File: config.mk
export PLATFORM = sky130hd
export DESIGN_NAME = scratch_pad_port_arbiter
export DESIGN_NICKNAME = d
export VERILOG_FILES = /design/src/rtl/scratch_pad_port_arbiter_pkg.sv /design/src/rtl/scratch_pad_port_arbiter_tag_fifo.sv /design/src/rtl/scratch_pad_port_arbiter.sv
export SDC_FILE = /design/constraint.sdc
export NUM_CORES = 1
export LEC_CHECK = 0
export CAP_MARGIN = 20
export CORE_AREA = 2 2 210 212
export CTS_CLUSTER_DIAMETER = 150
export CTS_CLUSTER_SIZE = 25
export DETAILED_ROUTE_END_ITERATION = 8
export DIE_AREA = 0 0 212 214
export GPL_TIMING_DRIVEN = 0
export PLACE_DENSITY = 0.6
export SYNTH_ARGS = -nofsm -noshare
export SYNTH_HDL_FRONTEND = slang
export SYNTH_SLANG_ARGS = --single-unit
File: constraint.sdc
create_clock -name clk -period 8.7 [get_ports clk]
set_input_delay 2.61 -clock clk [delete_from_list [all_inputs] [get_ports clk]]
set_output_delay 2.61 -clock clk [all_outputs]
set_load 0.005 [all_outputs]
File: src/rtl/scratch_pad_port_arbiter_pkg.sv
// Shared helpers for the scratch pad port arbiter: width derivation for IDs and counters.
package scratch_pad_port_arbiter_pkg;

  // Ceiling log2, never below 1 so single-entry structures still get a bit.
  function automatic int unsigned log2(input int unsigned value);
    int unsigned bits;
    bits = 1;
    while ((32'd1 << bits) < value) bits++;
    return bits;
  endfunction

  function automatic int unsigned req_bits(input int unsigned requesters);
    return log2(requesters - 1);
  endfunction

  function automatic int unsigned cnt_bits(input int unsigned max_outstanding);
    return log2(max_outstanding) + 1;
  endfunction

endpackage

File: src/rtl/scratch_pad_port_arbiter_tag_fifo.sv
// FIFO of requester IDs for outstanding reads; head is presented combinationally.
module scratch_pad_port_arbiter_tag_fifo
  import scratch_pad_port_arbiter_pkg::*;
#(
  parameter int unsigned WIDTH = 2,
  parameter int unsigned DEPTH = 32
) (
  input  logic             clk,
  input  logic             rst,
  input  logic             push,
  input  logic [WIDTH-1:0] d,
  input  logic             pop,
  output logic [WIDTH-1:0] q,
  output logic             empty,
  output logic             full
);

  localparam int unsigned PtrBits = log2(DEPTH);
  localparam int unsigned CntBits = log2(DEPTH) + 1;

  logic [WIDTH-1:0]   mem_q [DEPTH];
  logic [PtrBits-1:0] wr_ptr_q, rd_ptr_q;
  logic [CntBits-1:0] count_q;
  logic               push_ok, pop_ok;

  assign empty   = (count_q == '0);
  assign full    = (count_q == CntBits'(DEPTH));
  assign push_ok = push & ~full;
  assign pop_ok  = pop & ~empty;
  assign q       = mem_q[rd_ptr_q];

  always_ff @(posedge clk or negedge rst) begin
    if (!rst) begin
      wr_ptr_q <= '0;
      rd_ptr_q <= '0;
      count_q  <= '0;
    end else begin
      if (push_ok) begin
        wr_ptr_q <= (wr_ptr_q == PtrBits'(DEPTH - 1)) ? '0 : wr_ptr_q + PtrBits'(1);
      end
      if (pop_ok) begin
        rd_ptr_q <= (rd_ptr_q == PtrBits'(DEPTH - 1)) ? '0 : rd_ptr_q + PtrBits'(1);
      end
      if (push_ok && !pop_ok) begin
        count_q <= count_q + CntBits'(1);
      end else if (pop_ok && !push_ok) begin
        count_q <= count_q - CntBits'(1);
      end
    end
  end

  // Storage needs no reset: only entries between the pointers are ever read.
  always_ff @(posedge clk) begin
    if (push_ok) begin
      mem_q[wr_ptr_q] <= d;
    end
  end

endmodule

File: src/rtl/scratch_pad_port_arbiter.sv
// Round-robin sharing of one scratch pad port; in-order read responses are routed back by tag.
module scratch_pad_port_arbiter
  import scratch_pad_port_arbiter_pkg::*;
#(
  parameter int unsigned REQUESTERS      = 4,
  parameter int unsigned WIDTH           = 64,
  parameter int unsigned ADDR_WIDTH      = 12,
  parameter int unsigned MAX_OUTSTANDING = 32
) (
  input  logic                             clk,
  input  logic                             rst,
  input  logic [0:REQUESTERS-1]            req_rd_en,
  input  logic [0:REQUESTERS-1]            req_wr_en,
  input  logic [ADDR_WIDTH*REQUESTERS-1:0] req_addr,
  input  logic [WIDTH*REQUESTERS-1:0]      req_d,
  output logic [0:REQUESTERS-1]            req_grant,
  output logic [0:REQUESTERS-1]            req_valid,
  output logic [WIDTH-1:0]                 req_q,
  input  logic [0:REQUESTERS-1]            req_stall,
  output logic                             sp_rd_en,
  output logic                             sp_wr_en,
  output logic [ADDR_WIDTH-1:0]            sp_addr,
  output logic [WIDTH-1:0]                 sp_d,
  input  logic                             sp_full,
  input  logic                             sp_valid,
  input  logic [WIDTH-1:0]                 sp_q,
  output logic                             sp_stall,
  output logic                             err
);

  localparam int unsigned REQ_BITS = req_bits(REQUESTERS);
  localparam int unsigned CNT_BITS = cnt_bits(MAX_OUTSTANDING);

  logic [REQ_BITS-1:0]   ptr_q;
  logic [CNT_BITS-1:0]   outstanding_q;
  logic                  sp_rd_en_q, sp_wr_en_q, err_q;
  logic [ADDR_WIDTH-1:0] sp_addr_q;
  logic [WIDTH-1:0]      sp_d_q;

  logic [ADDR_WIDTH-1:0] addr_arr [REQUESTERS];
  logic [WIDTH-1:0]      d_arr    [REQUESTERS];
  logic [0:REQUESTERS-1] eligible;
  logic                  rd_ok, gnt_found, gnt_rd, gnt_wr, gnt_both;
  logic [REQ_BITS-1:0]   gnt_idx, idx;

  logic                  fifo_empty, fifo_full, route, pop;
  logic [REQ_BITS-1:0]   head;

  // Requester i sits in the most-significant end of the flattened buses.
  always_comb begin
    for (int unsigned i = 0; i < REQUESTERS; i++) begin
      addr_arr[i] = req_addr[(REQUESTERS - 1 - i) * ADDR_WIDTH +: ADDR_WIDTH];
      d_arr[i]    = req_d[(REQUESTERS - 1 - i) * WIDTH +: WIDTH];
    end
  end

  always_comb begin
    rd_ok = (outstanding_q < CNT_BITS'(MAX_OUTSTANDING)) && !fifo_full;
    for (int unsigned i = 0; i < REQUESTERS; i++) begin
      eligible[i] = req_wr_en[i] | (req_rd_en[i] & rd_ok);
    end
    gnt_found = 1'b0;
    gnt_idx   = ptr_q;
    idx       = ptr_q;
    if (rst && !sp_full) begin
      for (int unsigned j = 0; j < REQUESTERS; j++) begin
        idx = ptr_q + REQ_BITS'(j);
        if (!gnt_found && eligible[idx]) begin
          gnt_found = 1'b1;
          gnt_idx   = idx;
        end
      end
    end
    req_grant = '0;
    if (gnt_found) begin
      req_grant[gnt_idx] = 1'b1;
    end
    gnt_wr   = gnt_found & req_wr_en[gnt_idx];
    gnt_rd   = gnt_found & req_rd_en[gnt_idx] & ~req_wr_en[gnt_idx];
    gnt_both = gnt_found & req_rd_en[gnt_idx] & req_wr_en[gnt_idx];
  end

  always_comb begin
    route     = rst & sp_valid & ~fifo_empty;
    req_valid = '0;
    if (route) begin
      req_valid[head] = 1'b1;
    end
    sp_stall = route & req_stall[head];
    pop      = route & ~req_stall[head];
    req_q    = sp_q;
  end

  scratch_pad_port_arbiter_tag_fifo #(
    .WIDTH(REQ_BITS),
    .DEPTH(MAX_OUTSTANDING)
  ) u_tag_fifo (
    .clk  (clk),
    .rst  (rst),
    .push (gnt_rd),
    .d    (gnt_idx),
    .pop  (pop),
    .q    (head),
    .empty(fifo_empty),
    .full (fifo_full)
  );

  always_ff @(posedge clk or negedge rst) begin
    if (!rst) begin
      ptr_q         <= '0;
      outstanding_q <= '0;
      sp_rd_en_q    <= 1'b0;
      sp_wr_en_q    <= 1'b0;
      sp_addr_q     <= '0;
      sp_d_q        <= '0;
      err_q         <= 1'b0;
    end else begin
      sp_rd_en_q <= gnt_rd;
      sp_wr_en_q <= gnt_wr;
      if (gnt_found) begin
        sp_addr_q <= addr_arr[gnt_idx];
        sp_d_q    <= d_arr[gnt_idx];
        ptr_q     <= gnt_idx + REQ_BITS'(1);
      end
      if (gnt_rd && !pop) begin
        outstanding_q <= outstanding_q + CNT_BITS'(1);
      end else if (pop && !gnt_rd) begin
        outstanding_q <= outstanding_q - CNT_BITS'(1);
      end
      if (gnt_both || (sp_valid && fifo_empty)) begin
        err_q <= 1'b1;
      end
    end
  end

  assign sp_rd_en = sp_rd_en_q;
  assign sp_wr_en = sp_wr_en_q;
  assign sp_addr  = sp_addr_q;
  assign sp_d     = sp_d_q;
  assign err      = err_q;

endmodule

After elaboration in Yosys (flattened, before gate mapping):

Memories as Yosys holds them, arrays and structs flattened.
Index checks and enable logic that the tools add are counted.

* $add $sub $neg: 10
* magnitude comparators: 9
* equal/unequal tests: 3
* mux-type cells: 53
* bitwise gates (word level): 28
* reductions and logical operators: 25

Operators by type and width (number)
* 64-bit binary-select mux with 2-bit select: 1
* 64-bit 2-to-1 mux: 2
* 1-bit 2-to-1 mux: 26
* 12-bit binary-select mux with 2-bit select: 1
* 12-bit 2-to-1 mux: 2
* 6-bit 2-to-1 mux: 4
* 3-bit >= comparator (second input constant): 6
* 2-bit NOT with 3-bit output: 6
* 1-bit bitwise AND: 14
* 1-bit binary-select mux with 2-bit select: 7
* 6-bit by 1-bit adder with 6-bit output (second input constant): 2
* 1-bit logical AND: 12
* 6-bit by 1-bit subtractor with 6-bit output (second input constant): 2
* 5-bit by 1-bit adder with 5-bit output (second input constant): 2
* 5-bit equality test (second input constant): 2
* 5-bit 2-to-1 mux: 2
* 1-bit zero test: 9
* 2-bit 2-to-1 mux: 4
* 4-bit 2-to-1 mux: 2
* 6-bit equality test (second input constant): 1
* 6-bit zero test: 1
* 3-bit by 1-bit less-than comparator with 1-bit output (second input constant): 2
* 6-bit less-than comparator (second input constant): 1
* 2-bit by 1-bit adder with 2-bit output (second input constant): 2
* 6 further kinds: 15

* register bits after elaboration: 103
* RAM bits: 64
* input port bits: 384
* output and inout bits: 152
* logic and storage cells: 139
* memories: 1

Memory list
* u_tag_fifo.mem_q: words 32, bits a word 2, read ports 1, clocked after memory_dff 0, wr ports 1, RTL line scratch_pad_port_arbiter_tag_fifo.sv:21 `logic [WIDTH-1:0] mem_q [DEPTH];`

Logic depth before layout (Yosys ltp):

* depth in word-level cells: 33
* gate-level depth with buffers: 21

Hierarchy:

From an unflattened synthesis, not the netlist that was laid out.

* cell total of the unflattened synthesis: 927
* area total of the unflattened synthesis: 10182.3 µm²

By module, submodules not included
* scratch_pad_port_arbiter: instances 1, cells an instance 647, area an instance 6418.7 µm², sequential area each 2177.1 µm²
* scratch_pad_port_arbiter_tag_fifo: instances 1, cells an instance 280, area an instance 3763.6 µm², sequential area each 2322.2 µm²

Worst setup path before layout:

No wires, ideal clock.

* path kind: input to output
* start: input req_wr_en[0] (netlist bit)
* end: output req_grant[2] (netlist bit)
* arrival: 4.926 ns
* setup slack: 1.164 ns
* cell stages on the path: 9
* path buffers: 2
* cell sequence: or4b_1 o2111ai_1 o21ai_1 a221o_1 nand2_1 buf_2 buf_2 ha_1 and2_1

* longest elaborated chain between the ends: 24
* elaborated cells on any way between the ends: 38
* classes of those cells: order compare (2); mux (27); bitwise (2); reduce/logical (7)

Ends and longest elaborated chain
* start, declared: RTL line scratch_pad_port_arbiter.sv:13 `input logic [0:REQUESTERS-1] req_wr_en,`
* 1-bit bitwise OR (*): RTL line scratch_pad_port_arbiter.sv:60 `eligible[i] = req_wr_en[i] | (req_rd_en[i] & rd_ok);`
* 1-bit binary-select mux with 2-bit select: RTL line scratch_pad_port_arbiter.sv:68 `if (!gnt_found && eligible[idx]) begin`
* 1-bit 2-to-1 mux (not written as such) (2 in series): RTL line scratch_pad_port_arbiter.sv:68
* 1-bit 2-to-1 mux: RTL line scratch_pad_port_arbiter.sv:68
* 1-bit 2-to-1 mux: RTL line scratch_pad_port_arbiter.sv:65 `if (rst && !sp_full) begin`
* 1-bit zero test: RTL line scratch_pad_port_arbiter.sv:68
* 1-bit logical AND: RTL line scratch_pad_port_arbiter.sv:68
* 1-bit 2-to-1 mux: RTL line scratch_pad_port_arbiter.sv:68
* [8 not listed]
* 2-bit 2-to-1 mux (*): RTL line scratch_pad_port_arbiter.sv:65
* net gnt_idx[1]: RTL line scratch_pad_port_arbiter.sv:44 `logic [REQ_BITS-1:0] gnt_idx, idx;`
* 2-bit NOT with 3-bit output (not written as such) (*): RTL line scratch_pad_port_arbiter.sv:76 `req_grant[gnt_idx] = 1'b1;`
* 3-bit >= comparator (not written as such) / 3-bit by 1-bit less-than comparator with 1-bit output (equally long branches): RTL line scratch_pad_port_arbiter.sv:76
* 1-bit logical AND (not written as such): RTL line scratch_pad_port_arbiter.sv:76
* 1-bit 2-to-1 mux (not written as such): RTL line scratch_pad_port_arbiter.sv:76
* 1-bit demux with 2-bit select (*): RTL line scratch_pad_port_arbiter.sv:76
* 4-bit 2-to-1 mux (*): RTL line scratch_pad_port_arbiter.sv:75 `if (gnt_found) begin`
* end, declared: RTL line scratch_pad_port_arbiter.sv:16 `output logic [0:REQUESTERS-1] req_grant,`

The timed path passes the listed nets; every way through them passes the cells marked *. The select of a mux whose other input is x is not followed.

Final worst setup path:

* start: input req_wr_en[1] (netlist bit)
* end: output req_grant[1] (netlist bit)

Same word-level chain as after synthesis.

==> results.py <==
metrics = {
    "sta": {
        "final-max-slew-violation-count": 0,
        "max_freq_ghz": 0.119,
        "worst_pin_slew_ps": 1050,
        "finalClockSkew_ps": 7.94,
        "layout_min_cycle_time_ps": 8410,
        "setup_slack_ps": 290,
        "rsz0062_at_grt": "false",
        "maxSlewHeadroom_pct": 29.4,
        "setup_viol": 0,
        "min_period_over_period_pct": 96.7,
        "finalHoldViolCount": 0,
        "whs_ps": 497,
    },
    "detailed_routing": {
        "via_per_inst": 4.47,
        "first_iter_violations": 399,
        "drc_errors": 0,
        "routed_wl_um": 39600,
        "wl_per_cell_um": 20.4,
        "vias": 8682,
        "dr.pass1.iters": 4,
        "postRouteAntennaNets": 0,
    },
    "die": {
        "die_width_um": 212,
        "ioPinCount": 536,
        "core_um2": 42900,
        "rows": 76,
        "initial_core_util_pct": 24.5,
        "dieArea_um2": 45400,
        "die_y_um": 214,
    },
    "placed_design": {
        "io_buffers": 471,
        "placed_area_um2": 16000,
        "dpl.hpwl_um": 31500,
        "preCtsSetupSlack_ps": -798,
        "placed_cells": 1901,
        "gp_congestion": 0.837,
    },
    "setup_path": {
        "rrSetupSlack_ps": 3490,
        "cp_slowest_stage_delay_ps": 480,
        "path_common_cell": "clkdlybuf4s50_1",
        "worstSetupPathType": "in -> out",
        "ff2ff_path_depth": 22,
        "critPathSlowestCell": "clkdlybuf4s50_1",
        "cp_top_family": "buffers and inverters",
        "critPathMaxFanout": 22,
        "arrival_ps": 5800,
        "crit_start": "req_wr_en[1]",
        "crit_path_cell_trace": "clkdlybuf4s50_1, nor4b_1, a221o_1, or3b_1, o221ai_1, a31oi_1, buf_4, buf_12, buf_16, ha_1, and2_1, clkdlybuf4s50_1",
        "end_kind": "output port",
        "crit_buf_inv": 5,
        "rr_startpoint": "u_tag_fifo.count_q[1]",
        "critPathLaunchType": "input pin",
        "crit_required_ps": 6090,
        "r2r-end": "outstanding_q[5]",
    },
    "synthesis": {
        "yosys-top-cells-area": "dfrtp_1 25%, mux2i_1 22%, edfxtp_1 18%",
        "synth.yosys.warnings": 0,
        "ys.flop_type": "dfrtp_1",
        "ys_seq_area_share_pct": 42.8,
        "yosysUniqueCellTypes": 57,
        "synthesis.nets": 1252,
        "synth.most_common_cell": "mux2i_1",
        "synth_top_area_share_pct": 24.5,
        "synth_edf_count": 64,
        "synth_largest_area_cell": "dfrtp_1",
        "syn_area_um2": 10500,
        "avgSynthCellArea_um2": 12.5,
        "ys_ff_latch": 167,
        "synth_commonest_cells": "236 x mux2i_1, 103 x dfrtp_1, 81 x mux2_2, 67 x buf_4, 64 x edfxtp_1",
        "ys_async_sr_fraction_pct": 61.7,
        "syn-instance-count": 844,
    },
    "power": {
        "finalPower_mw": 4.68,
        "p_per_area_nw_per_um2": 279,
        "power.leakage_nw": 7.14,
        "ir_drop_v": 0.000118,
    },
    "worst_hold_path": {
        "hp-class": "reg -> reg",
        "min-delay-start": "outstanding_q[2]",
        "min_to": "outstanding_q[2]",
        "holdPathStages": 2,
    },
    "flow_run": {
        "max-cap-violations": 0,
    },
    "final_layout": {
        "drive_above_1_share_pct": 18.1,
        "finalInstanceArea_um2": 16800,
        "synthToLayoutAreaGrowth_pct": 59.6,
        "finalNetCount": 1746,
        "final_cells": 1943,
    },
    "cts": {
        "tritoncts": "done",
        "ctsHoldBuffers": 0,
        "htreeDepth": 4,
        "cts.sinks": 167,
        "root_buffer": "clkbuf_16",
        "cts_buffers": 17,
        "cts.path.max_buffers": 2,
        "path_clk_slew_ps": 70,
        "clk_latency_ps": 440,
    },
    "grt": {
        "gr-total-overflow": 0,
        "grt_max_degree": 55,
        "antenna_found_initial": 10,
        "grt_usage_pct": 17.3,
        "grt_pass1_wl_um": 57200,
        "grt_pass1_vias": 9095,
    },
    "run_status": {
        "status": "finished, final reports clean",
    },
}
==> state kept, by name, indices dropped and copies added (netlist names) <==
| signal | count |
|---|---|
| sp_d | 64 |
| u_tag_fifo.mem_q | 64 |
| sp_addr | 12 |
| outstanding_q | 6 |
| u_tag_fifo.count_q | 6 |
| u_tag_fifo.rd_ptr_q | 5 |
| u_tag_fifo.wr_ptr_q | 5 |
| ptr_q | 2 |
| err | 1 |
| sp_rd_en | 1 |
| sp_wr_en | 1 |
==> worst register-to-register path, stage by stage, from the launching register on <==
cell      delay [ps]
dfrtp_1          440
nor3_2           430
a221o_1          340
or3b_1           370
o221ai_1         210
a31oi_1          130
buf_4            180
buf_4            170
buf_4            190
a311oi_1         430
or3_4            250
inv_4             70
buf_6            160
ha_1             230
inv_1            170
ha_1             260
a21o_1           170
a21oi_1          230
o21bai_1          90
a21oi_1          190
xnor2_1          150
nor2_1            70
xor2_1           160
==> layer usage <==
metal	track usage (%)	wire length (um)	vias up
li1	-	-	4070
met1	18.7	14700	4211
met2	31.7	21200	351
met3	4.46	2660	44
met4	6.92	1070	6
met5	0	38	-
==> cells in the final DEF (no fill, tap or decap), types with 15 or more instances in the layout <==
cell type / n
buf_4: 68
nand2_1: 19
clkbuf_16: 18
edfxtp_1: 64
buf_2: 24
clkbuf_1: 15
clkdlybuf4s50_1: 469
inv_1: 18
nor2_1: 17
ha_1: 22
and3_1: 36
dfrtp_1: 103
mux2i_1: 236
mux4_2: 20
mux2_2: 81
==> final cells by class <==
type | count | area [um2]
clock buffer | 18 | 439
multi-input combinational | 543 | 5210
buffer | 112 | 778
fill | 4199 | 26100
tap | 585 | 732
sequential | 167 | 4500
inverter | 21 | 81.3
clock inverter | 14 | 190
antenna | 7 | 17.5
timing repair buffer | 476 | 4820
==> cells by family after synthesis <==
family | Yosys count | share of synthesized area (%)
XOR/XNOR | 12 | 1.00
multiplexers | 339 | 35.7
flip-flops | 167 | 42.8
buffers and inverters | 134 | 7.60
adder cells (fa/ha/maj) | 24 | 3.00
AND/OR/NAND/NOR | 113 | 6.10
AO/OA/AOI/OAI | 55 | 3.83
==> how the worst max path moves through the flow <==
stage                         to  slack [ps]  cells past startpoint
finish              req_grant[1]         290                     12
global route        req_grant[1]         140                     12
CTS                 req_grant[2]          10                     11
global placement    req_grant[1]       -4400                     11
detailed placement  req_grant[2]        -800                     11
floorplan           req_grant[2]        1160                      9
==> power breakdown <==
| group | internal [mW] | switching, mW | leakage, nW | total [mW] |
|---|---|---|---|---|
| combinational | 1.38 | 1.21 | 5.05 | 2.59 |
| sequential | 1.10 | 0.160 | 1.80 | 1.26 |
| clock | 0.468 | 0.360 | 0.298 | 0.828 |
==> stage by stage <==
| stage | util (%) | TNS, ps |
|---|---|---|
| detailed placement | 37.3 | -2340 |
| CTS | 39.0 | 0 |
| finish | 39.1 | 0 |
| floorplan | - | 0 |
| global placement | 37.2 | -314480 |
| global route | 39.1 | 0 |
==> timing repair <==
item	CTS	global route
setup buffers	2	0
hold endpoints to repair	0	0
endpoints found under the setup margin	4	4
cloned	1	1
gates resized for setup	14	3
Note: power is estimated with default switching activity, not from simulation.
==> edit 1: new RTL, same settings <==
Compare `count_q` against `CntBits'(DEPTH)` with >= in place of ==.
--- a/src/rtl/scratch_pad_port_arbiter_tag_fifo.sv
+++ b/src/rtl/scratch_pad_port_arbiter_tag_fifo.sv
@@ -26,3 +26,3 @@
   assign empty   = (count_q == '0);
-  assign full    = (count_q == CntBits'(DEPTH));
+  assign full    = (count_q >= CntBits'(DEPTH));
   assign push_ok = push & ~full;
Function: same outputs for any inputs over 4 cycles, from zero or initial values and one cycle with rst low; that may be too few to reach the edited logic, so the function may still have changed.
==> edit 1 against the unedited design <==
Cell area down 2.2%; clock power shrank 8.3%; global-route usage up 3.0 points; power fell by 1.3%; wire length increased by 17%; die area unchanged; sequential cell count unchanged; critical path depth fell by 2; area after synthesis decreased by 2.2%; register-to-register slack lost 0.17 ns; via count is 19% higher; worst setup slack worse by 0.10 ns; sequential power barely moved; critical path type unchanged; critical endpoint unchanged; largest power group unchanged.
==> edit 1: results (changes against the unedited design) <==
STA
  • Headroom to the max-slew limit: 34.7% (+5.3 points)
  • Largest clock skew in the final design: 0.00864 ns (+0.000698 ns)
  • Min Hold Slack: 0.478 ns (-0.0195 ns)

Placement
  • GP Congestion: 0.938 (+12%)
  • Post-DP Area: 15800 sq um (-1.4%)
  • Detailed placement HPWL: 37.2 mm (+18%)
  • Worst Setup Slack post-DPL: -0.929 ns (-0.131 ns)

Critical path
  • Critical path origin: req_rd_en[1]
  • Worst R2R End: outstanding_q[5]
  • Largest fanout of any net on the critical path: 15 (-32%)
  • FF-to-FF path depth: 20 (-9.1%)
  • Origin of the critical flop-to-flop path: u_tag_fifo.count_q[5]
  • Setup slack of the most critical reg-to-reg path: 3.32 ns (-0.17 ns)
  • Arrival time worst endpoint: 5.91 ns (+0.11 ns)
  • Largest stage delay on the critical path: 0.56 ns (+0.08 ns)

Drt
  • Initial DRC count: 602 (+51%)
  • Detail-routed net length per standard cell: 20.9 um (+2.4%)
  • Total number of vias: 10400 (+19%)
  • Avg Vias per Cell: 4.66 (+4.4%)
  • Detailed-router iteration count before antenna repair: 5 (+1)

Finish
  • Nets@finish: 2028 (+16%)
  • Share of cells above drive strength 1: 8.70% (-9.4 points)
  • Fill cell total of the finished layout: 4344 (+3.5%)

Clock tree
  • TritonCTS Buffers: 17 (unchanged)
  • Maximum clock path buffer count: 2 (unchanged)

Min path
  • Start point of the worst min-delay path: sp_addr[8]
  • Cell depth of the worst hold path: 1 (-1)
  • Sink of the worst hold path: sp_addr[8]

GRT
  • Wire length of the first global-routing pass: 68.4 mm (+20%)
  • Antenna violations before repair: 6 (-4)
  • Total GRT Usage: 20.3% (+3.0 points)
  • Vias in the first global route: 10900 (+19%)
  • Pin count of the biggest net entering global routing: 91 (+65%)

Synthesis
  • Biggest area contributors in the synthesized netlist: sky130_fd_sc_hd__dfrtp_1, sky130_fd_sc_hd__edfxtp_1, sky130_fd_sc_hd__nand2_1
  • Number of nets in the synthesized netlist: 1538 (+23%)
  • Post-synthesis area per instance: 9.10 sq um (-27%)
  • Most common library cells after synthesis: sky130_fd_sc_hd__nand2_1, sky130_fd_sc_hd__dfrtp_1, sky130_fd_sc_hd__a21o_1, sky130_fd_sc_hd__and3_1, sky130_fd_sc_hd__a311oi_1
  • Sequential-to-total area share from yosys stat: 43.8% (+0.96 points)

Power
  • Power density over the cells: 282 nW/um^2 (+0.88%)
  • Worst IR Drop VDD: 0.000134 V (+14%)
  • Static power due to leakage: 7.00 nW (-2.1%)

Run status
  • Result of the run: complete, no violations
[edit 1: cell types whose count changed after synthesis, moves of 5 or more]
cell                       change
sky130_fd_sc_hd__and3_1       +45
sky130_fd_sc_hd__nand3_1       +7
sky130_fd_sc_hd__nor2b_1       +5
sky130_fd_sc_hd__a311oi_1     +73
sky130_fd_sc_hd__nor2_1       +37
sky130_fd_sc_hd__o21ai_0      +10
sky130_fd_sc_hd__mux2_2       -77
sky130_fd_sc_hd__buf_2        -22
sky130_fd_sc_hd__clkbuf_1     +59
sky130_fd_sc_hd__a21o_1       +76
sky130_fd_sc_hd__mux2i_1     -226
sky130_fd_sc_hd__nand2_1     +314
[edit 1: cells by family (layout without fill, tap and decap cells)]
kind of cell,Yosys count,in the layout,synth area share [%]
AOI/OAI and AO/OA,211,211,15.9
and+or+nand+nor,516,516,22.0
xor gates and xnor gates,12,12,1.02
DFF,167,167,43.8
other,0,2,0
buffers and inverters,166,669,8.46
muxes,34,34,5.72
adders and majority gates,24,24,3.07
[edit 1: area by class of cell]
| cell class | count | share of cell area [%] |
|---|---|---|
| clock inverters | 15 | 0.908 |
| multi-input cells | 797 | 30.1 |
| repair buffers | 473 | 29.0 |
| plain buffers | 145 | 5.01 |
| inverters | 19 | 0.465 |
| clock buffers | 17 | 2.59 |
| diodes | 2 | 0.0305 |
| well taps | 585 | 4.46 |
| flip-flops and latches | 167 | 27.4 |
[edit 1: routing by layer]
metal | vias to the layer above | track usage (%) | wire (um)
met5 | - | 0 | 62
met3 | 45 | 4.69 | 2490
met1 | 5070 | 23.9 | 18700
met2 | 321 | 37.3 | 24500
li1 | 4911 | - | -
met4 | 8 | 4.11 | 609
[edit 1: worst max path at each step]
| stage | to | slack (ns) | cells past startpoint |
|---|---|---|---|
| 2_1_floorplan | req_grant[1] | 0.94 | 9 |
| 3_3_place_gp | req_grant[3] | -5.91 | 10 |
| 3_5_place_dp | req_grant[3] | -0.93 | 11 |
| 4_1_cts | req_grant[1] | -0.007 | 10 |
| 5_1_grt | req_grant[0] | -0.02 | 10 |
| 6_report | req_grant[1] | 0.18 | 10 |
[edit 1: where the power goes]
part | internal [mW] | switching (mW)
Combinational | 1.18 | 1.42
Clock | 0.383 | 0.375
Sequential | 1.11 | 0.153
Total | 2.67 | 1.95
[edit 1: timing repair]
item / in CTS / in global routing
setup buffers: 1 / 0
pin swaps: 1 / 0
hold buffers: 0 / 0
resized for setup: 8 / 11
setup endpoints to repair: 4 / 4
==> edit 2: new RTL, same flow settings <==
Without the edit above. `ADDR_WIDTH`: 12 -> 11.
--- a/src/rtl/scratch_pad_port_arbiter.sv
+++ b/src/rtl/scratch_pad_port_arbiter.sv
@@ -6,3 +6,3 @@
   parameter int unsigned WIDTH           = 64,
-  parameter int unsigned ADDR_WIDTH      = 12,
+  parameter int unsigned ADDR_WIDTH      = 11,
   parameter int unsigned MAX_OUTSTANDING = 32
Interface: changed (resized req_addr and sp_addr); port bits go from 536 to 531. The function was not compared with the original's and may differ.
==> edit 2 against the unedited design <==
Register-to-register slack improved by 0.17 ns; maximum frequency decreased by 1.3%; core utilization shrank 0.62 points; sequential cell count is 1 lower; cell area is 1.6% lower; count of clock-buffer cells in the layout unchanged; wire length rose by 20%; power is 1.2% higher; worst setup slack lost 0.11 ns; area after synthesis fell by 1.1%.
==> edit 2: results (changes against the unedited design) <==
GRT
  • Antenna violations before repair: 3 (-7)
  • Wire length of the first global-routing pass: 69.5 mm (+22%)
  • Total GRT Usage: 20.6% (+3.3 points)
  • Met3 Track Usage GR: 5.01% (+0.56 points)
  • Pin count of the biggest net entering global routing: 56 (+1.8%)
  • Met1 usage: 24.7% (+6.1 points)

Finish
  • Inverters: 17 (-19%)
  • Fill cell total of the finished layout: 4376 (+4.2%)
  • Non-CTS buffers: 615 (+4.6%)
  • Ant diodes: 0 (-7)
  • #MultiIn Comb: 935 (+72%)
  • Clk cell area share: 3.58% (-0.17 points)
  • Non-filler cells, final: 2349 (+21%)
  • Total area of multi-input combinational cells: 5020 sq um (-3.6%)
  • Share of cells above drive strength 1: 8.96% (-9.1 points)
  • Portion of the layout cell area used by non-clock buffers: 34.0% (+0.65 points)
  • Nets@finish: 2156 (+23%)

Synthesis
  • Sequential-to-total area share from yosys stat: 43.0% (+0.23 points)
  • Most common library cells after synthesis: sky130_fd_sc_hd__nand2_1, sky130_fd_sc_hd__o21ai_0, sky130_fd_sc_hd__dfrtp_1
  • Biggest area contributors in the synthesized netlist: sky130_fd_sc_hd__dfrtp_1, sky130_fd_sc_hd__edfxtp_1, sky130_fd_sc_hd__nand2_1
  • Proportion of register bits with asynchronous set or reset after synthesis: 61.4% (-0.23 points)
  • Count of different cell masters after synthesis: 65 (+14%)
  • Gate count of the mapped netlist: 1266 (+50%)

Drt
  • Total number of vias: 10800 (+24%)
  • Met3 routed wirelength: 3.25 mm (+22%)
  • Final Routed Wirelength: 47.4 mm (+20%)
  • Met1 WL: 18.9 mm (+29%)
  • Initial DRC count: 620 (+55%)
  • Detailed-router iteration count before antenna repair: 5 (+1)
  • Metal2 WL: 23.7 mm (+12%)

Critical path
  • Arrival time worst endpoint: 5.91 ns (+0.11 ns)
  • Largest stage delay on the critical path: 0.60 ns (+0.12 ns)
  • Setup slack of the most critical reg-to-reg path: 3.66 ns (+0.17 ns)
  • FF-to-FF path depth: 20 (-9.1%)
  • Last element of the critical path: req_grant[3]
  • Largest fanout of any net on the critical path: 43 (+95%)

Placement
  • Detailed placement HPWL: 38.0 mm (+21%)
  • Worst Setup Slack post-DPL: -1.20 ns (-0.399 ns)

Clock tree
  • Number of clock sinks seen by CTS: 166 (-0.60%)
  • Setup fix buffers added after clock tree synthesis: 1 (-1)
  • Number of gates given a new drive strength after cts: 12 (-2)

Power
  • Static power due to leakage: 6.97 nW (-2.4%)
  • Power density over the cells: 287 nW/um^2 (+2.8%)
  • Worst IR Drop VDD: 0.000146 V (+24%)
  • Internal power: 2.67 mW (-9.5%)

STA
  • Maximum operating frequency: 117 MHz (-1.3%)
  • Worst-margin pin slew: 1.07 ns (+0.0231 ns)
  • Largest clock skew in the final design: 0.0106 ns (+0.00264 ns)
  • Min Hold Slack: 0.485 ns (-0.0124 ns)

Min path
  • Start point of the worst min-delay path: sp_d[9]
  • Sink of the worst hold path: sp_d[9]

Run status
  • Result of the run: complete, no violations
edit 2: changes by cell type after synthesis, sizes merged, moves of 6 or more:
cell    before  now
buf         96   90
clkbuf      17   58
nand3        3   82
nand2       19  470
mux2        83    7
mux2i      236    9
o21ai       14  164
edit 2: power groups by stage:
stage / logic [mW] / clock network [mW] / registers (mW)
floorplan: 1.37 / 0 / 1.25
global placement: 2.63 / 0 / 1.27
detailed placement: 2.67 / 0 / 1.28
CTS: 2.70 / 0.803 / 1.26
global route: 2.97 / 0.835 / 1.30
finish: 2.69 / 0.786 / 1.26
edit 2: cells by family (layout without fill, tap and decap cells):
family                   after synthesis  count (layout)  share of synthesized area (%)
AO/OA/AOI/OAI                        213             213                           11.8
flip-flops                           166             166                           43.0
AND/OR/NAND/NOR                      654             654                           27.3
buffers and inverters                165             663                           8.73
XOR/XNOR                              12              12                           1.01
adder cells (fa/ha/maj)               24              24                           3.03
multiplexers                          32              32                           5.09
